File: src/rtl/alu_sequencer.sv
// Multi-cycle control unit: fetches instructions, sequences the external ALU,
// services load/store through a data-memory handshake and resolves jumps on flags.
module alu_sequencer #(
    parameter int BITS_DATA = 32,
    parameter int ADDR_BITS = 16
) (
    input  logic                 clk,
    input  logic                 reset,
    output logic                 imem_req,
    output logic [ADDR_BITS-1:0] imem_addr,
    input  logic [31:0]          imem_data,
    input  logic                 imem_valid,
    output logic                 dmem_re,
    output logic                 dmem_we,
    output logic [ADDR_BITS-1:0] dmem_addr,
    output logic [BITS_DATA-1:0] dmem_wdata,
    input  logic [BITS_DATA-1:0] dmem_rdata,
    input  logic                 dmem_ack,
    output logic [BITS_DATA-1:0] alu_a,
    output logic [BITS_DATA-1:0] alu_b,
    output logic [4:0]           alu_opcode,
    input  logic [BITS_DATA-1:0] alu_result,
    input  logic                 alu_c,
    input  logic                 alu_s,
    input  logic                 alu_o,
    input  logic                 alu_z,
    output logic [3:0]           flags,
    output logic [ADDR_BITS-1:0] pc,
    output logic                 halted
);

    localparam logic [4:0] OP_NOP = 5'd0;
    localparam logic [4:0] OP_ADD = 5'd1;
    localparam logic [4:0] OP_SUB = 5'd2;
    localparam logic [4:0] OP_MUL = 5'd3;
    localparam logic [4:0] OP_AND = 5'd6;
    localparam logic [4:0] OP_OR  = 5'd7;
    localparam logic [4:0] OP_NOT = 5'd9;
    localparam logic [4:0] OP_NEG = 5'd10;
    localparam logic [4:0] OP_LD  = 5'd16;
    localparam logic [4:0] OP_STR = 5'd17;
    localparam logic [4:0] OP_JMP = 5'd18;
    localparam logic [4:0] OP_JC  = 5'd19;
    localparam logic [4:0] OP_JS  = 5'd20;
    localparam logic [4:0] OP_JO  = 5'd21;
    localparam logic [4:0] OP_JZ  = 5'd22;
    localparam logic [4:0] OP_HLT = 5'd31;

    typedef enum logic [2:0] {
        S_FETCH,
        S_DECODE,
        S_EXECUTE,
        S_MEM,
        S_WRITEBACK,
        S_HALT
    } state_t;

    state_t               state_q;
    logic [4:0]           op_q;
    logic [2:0]           rd_q, ra_q, rb_q;
    logic [15:0]          imm_q;
    logic [ADDR_BITS-1:0] pc_q, pc_d;
    logic [3:0]           flags_q;
    logic [3:0]           res_flags_q;
    logic [BITS_DATA-1:0] res_q;
    logic [BITS_DATA-1:0] regs_q [0:7];
    logic                 imem_req_q;
    logic                 dmem_re_q, dmem_we_q;
    logic [ADDR_BITS-1:0] dmem_addr_q;
    logic [BITS_DATA-1:0] dmem_wdata_q;
    logic [BITS_DATA-1:0] alu_a_q, alu_b_q;
    logic [4:0]           alu_op_q;
    logic                 halted_q;
    logic                 unused_ir;

    assign unused_ir = ^imem_data[17:16];

    function automatic logic is_alu_op(input logic [4:0] op);
        return op inside {OP_NOT, OP_AND, OP_OR, OP_NEG, OP_ADD, OP_SUB, OP_MUL};
    endfunction

    // Branch resolution uses the architectural flags, already updated by the prior instruction.
    always_comb begin
        pc_d = pc_q + ADDR_BITS'(1);
        case (op_q)
            OP_JMP: pc_d = ADDR_BITS'(imm_q);
            OP_JC:  if (flags_q[3]) pc_d = ADDR_BITS'(imm_q);
            OP_JS:  if (flags_q[2]) pc_d = ADDR_BITS'(imm_q);
            OP_JO:  if (flags_q[1]) pc_d = ADDR_BITS'(imm_q);
            OP_JZ:  if (flags_q[0]) pc_d = ADDR_BITS'(imm_q);
            default: ;
        endcase
    end

    always_ff @(posedge clk) begin
        if (reset) begin
            state_q      <= S_FETCH;
            op_q         <= OP_NOP;
            rd_q         <= '0;
            ra_q         <= '0;
            rb_q         <= '0;
            imm_q        <= '0;
            pc_q         <= '0;
            flags_q      <= '0;
            res_flags_q  <= '0;
            res_q        <= '0;
            for (int i = 0; i < 8; i++) regs_q[i] <= '0;
            imem_req_q   <= 1'b0;
            dmem_re_q    <= 1'b0;
            dmem_we_q    <= 1'b0;
            dmem_addr_q  <= '0;
            dmem_wdata_q <= '0;
            alu_a_q      <= '0;
            alu_b_q      <= '0;
            alu_op_q     <= OP_NOP;
            halted_q     <= 1'b0;
        end else begin
            case (state_q)
                S_FETCH: begin
                    // Coming out of reset the request is not yet raised; a strobe then is stale.
                    if (!imem_req_q) begin
                        imem_req_q <= 1'b1;
                    end else if (imem_valid) begin
                        op_q       <= imem_data[31:27];
                        rd_q       <= imem_data[26:24];
                        ra_q       <= imem_data[23:21];
                        rb_q       <= imem_data[20:18];
                        imm_q      <= imem_data[15:0];
                        imem_req_q <= 1'b0;
                        state_q    <= S_DECODE;
                    end
                end
                S_DECODE: begin
                    alu_a_q  <= regs_q[ra_q];
                    alu_b_q  <= regs_q[rb_q];
                    alu_op_q <= is_alu_op(op_q) ? op_q : OP_NOP;
                    state_q  <= S_EXECUTE;
                end
                S_EXECUTE: begin
                    alu_op_q    <= OP_NOP;
                    res_q       <= alu_result;
                    res_flags_q <= {alu_c & (op_q != OP_MUL), alu_s, alu_o, alu_z};
                    case (op_q)
                        OP_LD: begin
                            dmem_re_q   <= 1'b1;
                            dmem_addr_q <= ADDR_BITS'(imm_q);
                            state_q     <= S_MEM;
                        end
                        OP_STR: begin
                            dmem_we_q    <= 1'b1;
                            dmem_addr_q  <= ADDR_BITS'(imm_q);
                            dmem_wdata_q <= regs_q[ra_q];
                            state_q      <= S_MEM;
                        end
                        OP_HLT: begin
                            halted_q <= 1'b1;
                            state_q  <= S_HALT;
                        end
                        default: state_q <= S_WRITEBACK;
                    endcase
                end
                S_MEM: begin
                    if (dmem_ack) begin
                        if (dmem_re_q) res_q <= dmem_rdata;
                        dmem_re_q <= 1'b0;
                        dmem_we_q <= 1'b0;
                        state_q   <= S_WRITEBACK;
                    end
                end
                S_WRITEBACK: begin
                    if (is_alu_op(op_q)) begin
                        regs_q[rd_q] <= res_q;
                        flags_q      <= res_flags_q;
                    end else if (op_q == OP_LD) begin
                        regs_q[rd_q] <= res_q;
                    end
                    pc_q       <= pc_d;
                    imem_req_q <= 1'b1;
                    state_q    <= S_FETCH;
                end
                S_HALT: state_q <= S_HALT;
                default: state_q <= S_FETCH;
            endcase
        end
    end

    assign imem_req   = imem_req_q;
    assign imem_addr  = pc_q;
    assign dmem_re    = dmem_re_q;
    assign dmem_we    = dmem_we_q;
    assign dmem_addr  = dmem_addr_q;
    assign dmem_wdata = dmem_wdata_q;
    assign alu_a      = alu_a_q;
    assign alu_b      = alu_b_q;
    assign alu_opcode = alu_op_q;
    assign flags      = flags_q;
    assign pc         = pc_q;
    assign halted     = halted_q;

endmodule
File: config.mk
export PLATFORM = sky130hd
export DESIGN_NAME = alu_sequencer
export DESIGN_NICKNAME = d
export VERILOG_FILES = /design/src/rtl/alu_sequencer.sv
export SDC_FILE = /design/constraint.sdc
export NUM_CORES = 1
export LEC_CHECK = 0
export ABC_CLOCK_PERIOD_IN_PS = 12900
export BUFFER_PORTS_ARGS = -buffer_cell sky130_fd_sc_hd__buf_2
export CAP_MARGIN = 25
export CELL_PAD_IN_SITES_DETAIL_PLACEMENT = 1
export CELL_PAD_IN_SITES_GLOBAL_PLACEMENT = 1
export CORE_MARGIN = 1.5
export CORE_UTILIZATION = 44
export CTS_CLUSTER_DIAMETER = 50
export DETAILED_ROUTE_END_ITERATION = 6
export MAX_ROUTING_LAYER = met4
export PLACE_DENSITY = 0.78
export SYNTH_ARGS = -nofsm -noshare
export SYNTH_HDL_FRONTEND = slang
export SYNTH_SLANG_ARGS = --single-unit
File: constraint.sdc
create_clock -name clk -period 12.9 [get_ports clk]
set_clock_uncertainty 0.1 [all_clocks]
set_input_delay 0.645 -clock clk [delete_from_list [all_inputs] [get_ports clk]]
set_output_delay 0.645 -clock clk [all_outputs]
set_load 0.03 [all_outputs]
==> results.json <==
{
  "wl_per_cell_um": 23.9,
  "outcome": "completed",
  "synth_fp_nets": 1933,
  "synth_edf_count": 256,
  "min_path_type": "primary input to flip-flop",
  "power_density_nw_per_um2": 145,
  "final_common_cell": "nor2_1",
  "rsz0062_at_grt": "no",
  "ioPinCount": 261,
  "worstPathRequired_ns": 13.07,
  "crit_start": "op_q[4]",
  "fin_crit_ns": 3.68,
  "p_leak_nw": 8.53,
  "grt_pass1_wl_um": 98200,
  "drtIter0Drc": 1095,
  "timing.rr.start": "op_q[4]",
  "area_growth_pct": 17.2,
  "ys.warnings.count": 0,
  "grt_antenna_before_repair": 3,
  "rows": 80,
  "dr_wl_met3_um": 3760,
  "nFillCells": 5009,
  "ys_async_sr_fraction_pct": 0,
  "gp_congestion": 0.769,
  "die_x_um": 222,
  "seq_area_frac_synth_pct": 56.5,
  "drt-met1-wl_um": 25600,
  "grt_use_total_pct": 26.7,
  "top_layer_used": "met4",
  "routed_wl_um": 64000,
  "gr-total-overflow": 0,
  "clkTransAtPathRegs_ns": 0.06,
  "tightest_slew_ns": 1.07,
  "wl_met2_um": 32600,
  "layout-drive-gt1-share_pct": 26.1,
  "numCtsBuffers": 57,
  "final_cell_mix": "411 x nor2_1, 257 x buf_2, 256 x edfxtp_1",
  "synth.distinct_cells": 54,
  "drtPass1Iterations": 5,
  "fmax_mhz": 272,
  "cts_tree": "built",
  "cts_resized": 0,
  "ant_nets": 0,
  "vias": 15600,
  "avgSynthCellArea_um2": 11.6,
  "dp_hpwl_um": 38900,
  "hold_buffers": 0,
  "postCtsSetupBuffers": 0,
  "first_global_vias": 16600,
  "synthCells": 1828,
  "setup.worst_path.class": "flip-flop to flip-flop",
  "h-tree-depth": 2,
  "total_power_mw": 3.60,
  "dieHeight_um": 222,
  "cts-root-buf": "clkbuf_16",
  "vias_per_cell": 5.83,
  "yosys_most_used_dff": "edfxtp_1",
  "setup_viol": 0,
  "end_kind": "flip-flop",
  "clockBufferDepth": 3,
  "worstPathMaxFanout": 19,
  "grt_max_degree": 100,
  "initial_utilization_pct": 44.4,
  "maxSlewViolCount": 0,
  "min_period_over_period_pct": 28.5,
  "numPortBuffers": 258,
  "critPathArrivalTime_ns": 3.85,
  "drv_cap": 0,
  "cp-start-kind": "flip-flop",
  "drc": 0,
  "peakVddDrop_mv": 0.0974,
  "yosys_register_bits": 469,
  "hold_viol": 0,
  "die_area_um2": 49400,
  "nets": 2116,
  "clock_sinks": 469,
  "core_um2": 47600,
  "final_core_util_pct": 52.1,
  "insertion_delay_ns": 0.62,
  "synth_area_um2": 21200,
  "hp-start": "imem_data[3]",
  "fin_tns_setup_ns": 0,
  "timing.slew.headroom_pct": 28.5
}
-- logic make-up (layout without fill, tap and decap cells) --
group,Yosys count,in the layout,synth area share [%]
multiplexers,209,209,17.5
XOR/XNOR,2,2,0.0828
flip-flops,469,469,56.5
AO/OA/AOI/OAI,244,244,7.99
other,0,2,0
buffers and inverters,176,408,3.79
adder cells (fa/ha/maj),1,1,0.0591
AND/OR/NAND/NOR,727,727,14.1
-- where the power goes --
part           leakage (nW)  internal, mW  switching, mW
Sequential             4.37          1.62         0.0420
Combinational          3.21         0.116          0.185
Clock                 0.944         0.975          0.659
-- worst paths after layout --
| path | end | slack [ns] | cells after the start |
|---|---|---|---|
| worst min-delay path | imm_q[3] | 0.17 | 3 |
| worst min register to register | dmem_addr[6] | 0.35 | 2 |
| worst max-delay path | regs_q[1][27] | 9.22 | 6 |
| worst max register to register | regs_q[1][27] | 9.22 | 6 |
-- cell usage after synthesis, types with 7 or more instances --
master,count,area (um^2)
nor2_1,411,1540
edfxtp_1,256,7690
nand2_1,214,803
dfxtp_1,213,4260
mux4_2,128,2880
clkbuf_1,112,420
a211oi_1,98,736
mux2i_1,78,781
a21oi_1,56,280
nand2b_1,37,231
a311oi_1,34,298
buf_2,20,100
o21ai_0,18,90.1
buf_4,17,128
nand3_1,16,80.1
buf_1,12,45.0
a31oi_1,10,62.6
nand4_1,10,62.6
buf_6,7,78.8
inv_1,7,26.3
-- cell type report --
| cell class | instances | area (um^2) | area share, % |
|---|---|---|---|
| sequential | 469 | 12000 | 48.2 |
| clock inverter | 36 | 375 | 1.51 |
| tap | 615 | 769 | 3.10 |
| timing repair buffer | 292 | 1620 | 6.54 |
| antenna | 2 | 5.00 | 0.0202 |
| multi-input combinational | 1183 | 8500 | 34.2 |
| clock buffer | 72 | 1550 | 6.23 |
| inverter | 8 | 30.0 | 0.121 |
-- per-stage QoR --
stage | hold WS (ns) | cells | setup WS (ns) | cell area [um^2]
5_1_grt | 0.151 | 2677 | 9.08 | 24800
4_1_cts | 0.141 | 2673 | 9.01 | 24800
3_3_place_gp | 0.336 | 2562 | 9.17 | 22800
6_report | 0.168 | 2677 | 9.22 | 24800
2_1_floorplan | 0.336 | 1828 | 7.70 | 21200
3_5_place_dp | 0.345 | 2565 | 9.02 | 22800
-- per-layer routing --
layer / up-vias / global-route usage, %
met1: 7918 / 32.1
met4: 0 / 9.50
li1: 7040 / -
met5: - / -
met2: 516 / 45.5
met3: 137 / 4.43
-- critical path: stages, from the launching register on --
cell and delay [ns]:
dfxtp_1 0.51, or3b_4 0.46, o22a_1 0.21, o21ai_1 0.34, nand3_1 0.27, o31ai_4 0.91
buf_4 0.51
-- sequential cells by signal, indices dropped and copies added (netlist names), named ones only --
name         flops
res_q           32
dmem_we          1
alu_opcode       5
state_q          3
regs_q         256
imem_addr       16
rb_q             3
alu_a           32
flags            4
rd_q             3
imem_req         1
dmem_addr       16
dmem_wdata      32
ra_q             3
halted           1
alu_b           32
dmem_re          1
res_flags_q      4
op_q             5
imm_q           16
Note: power is estimated with default switching activity, not from simulation.
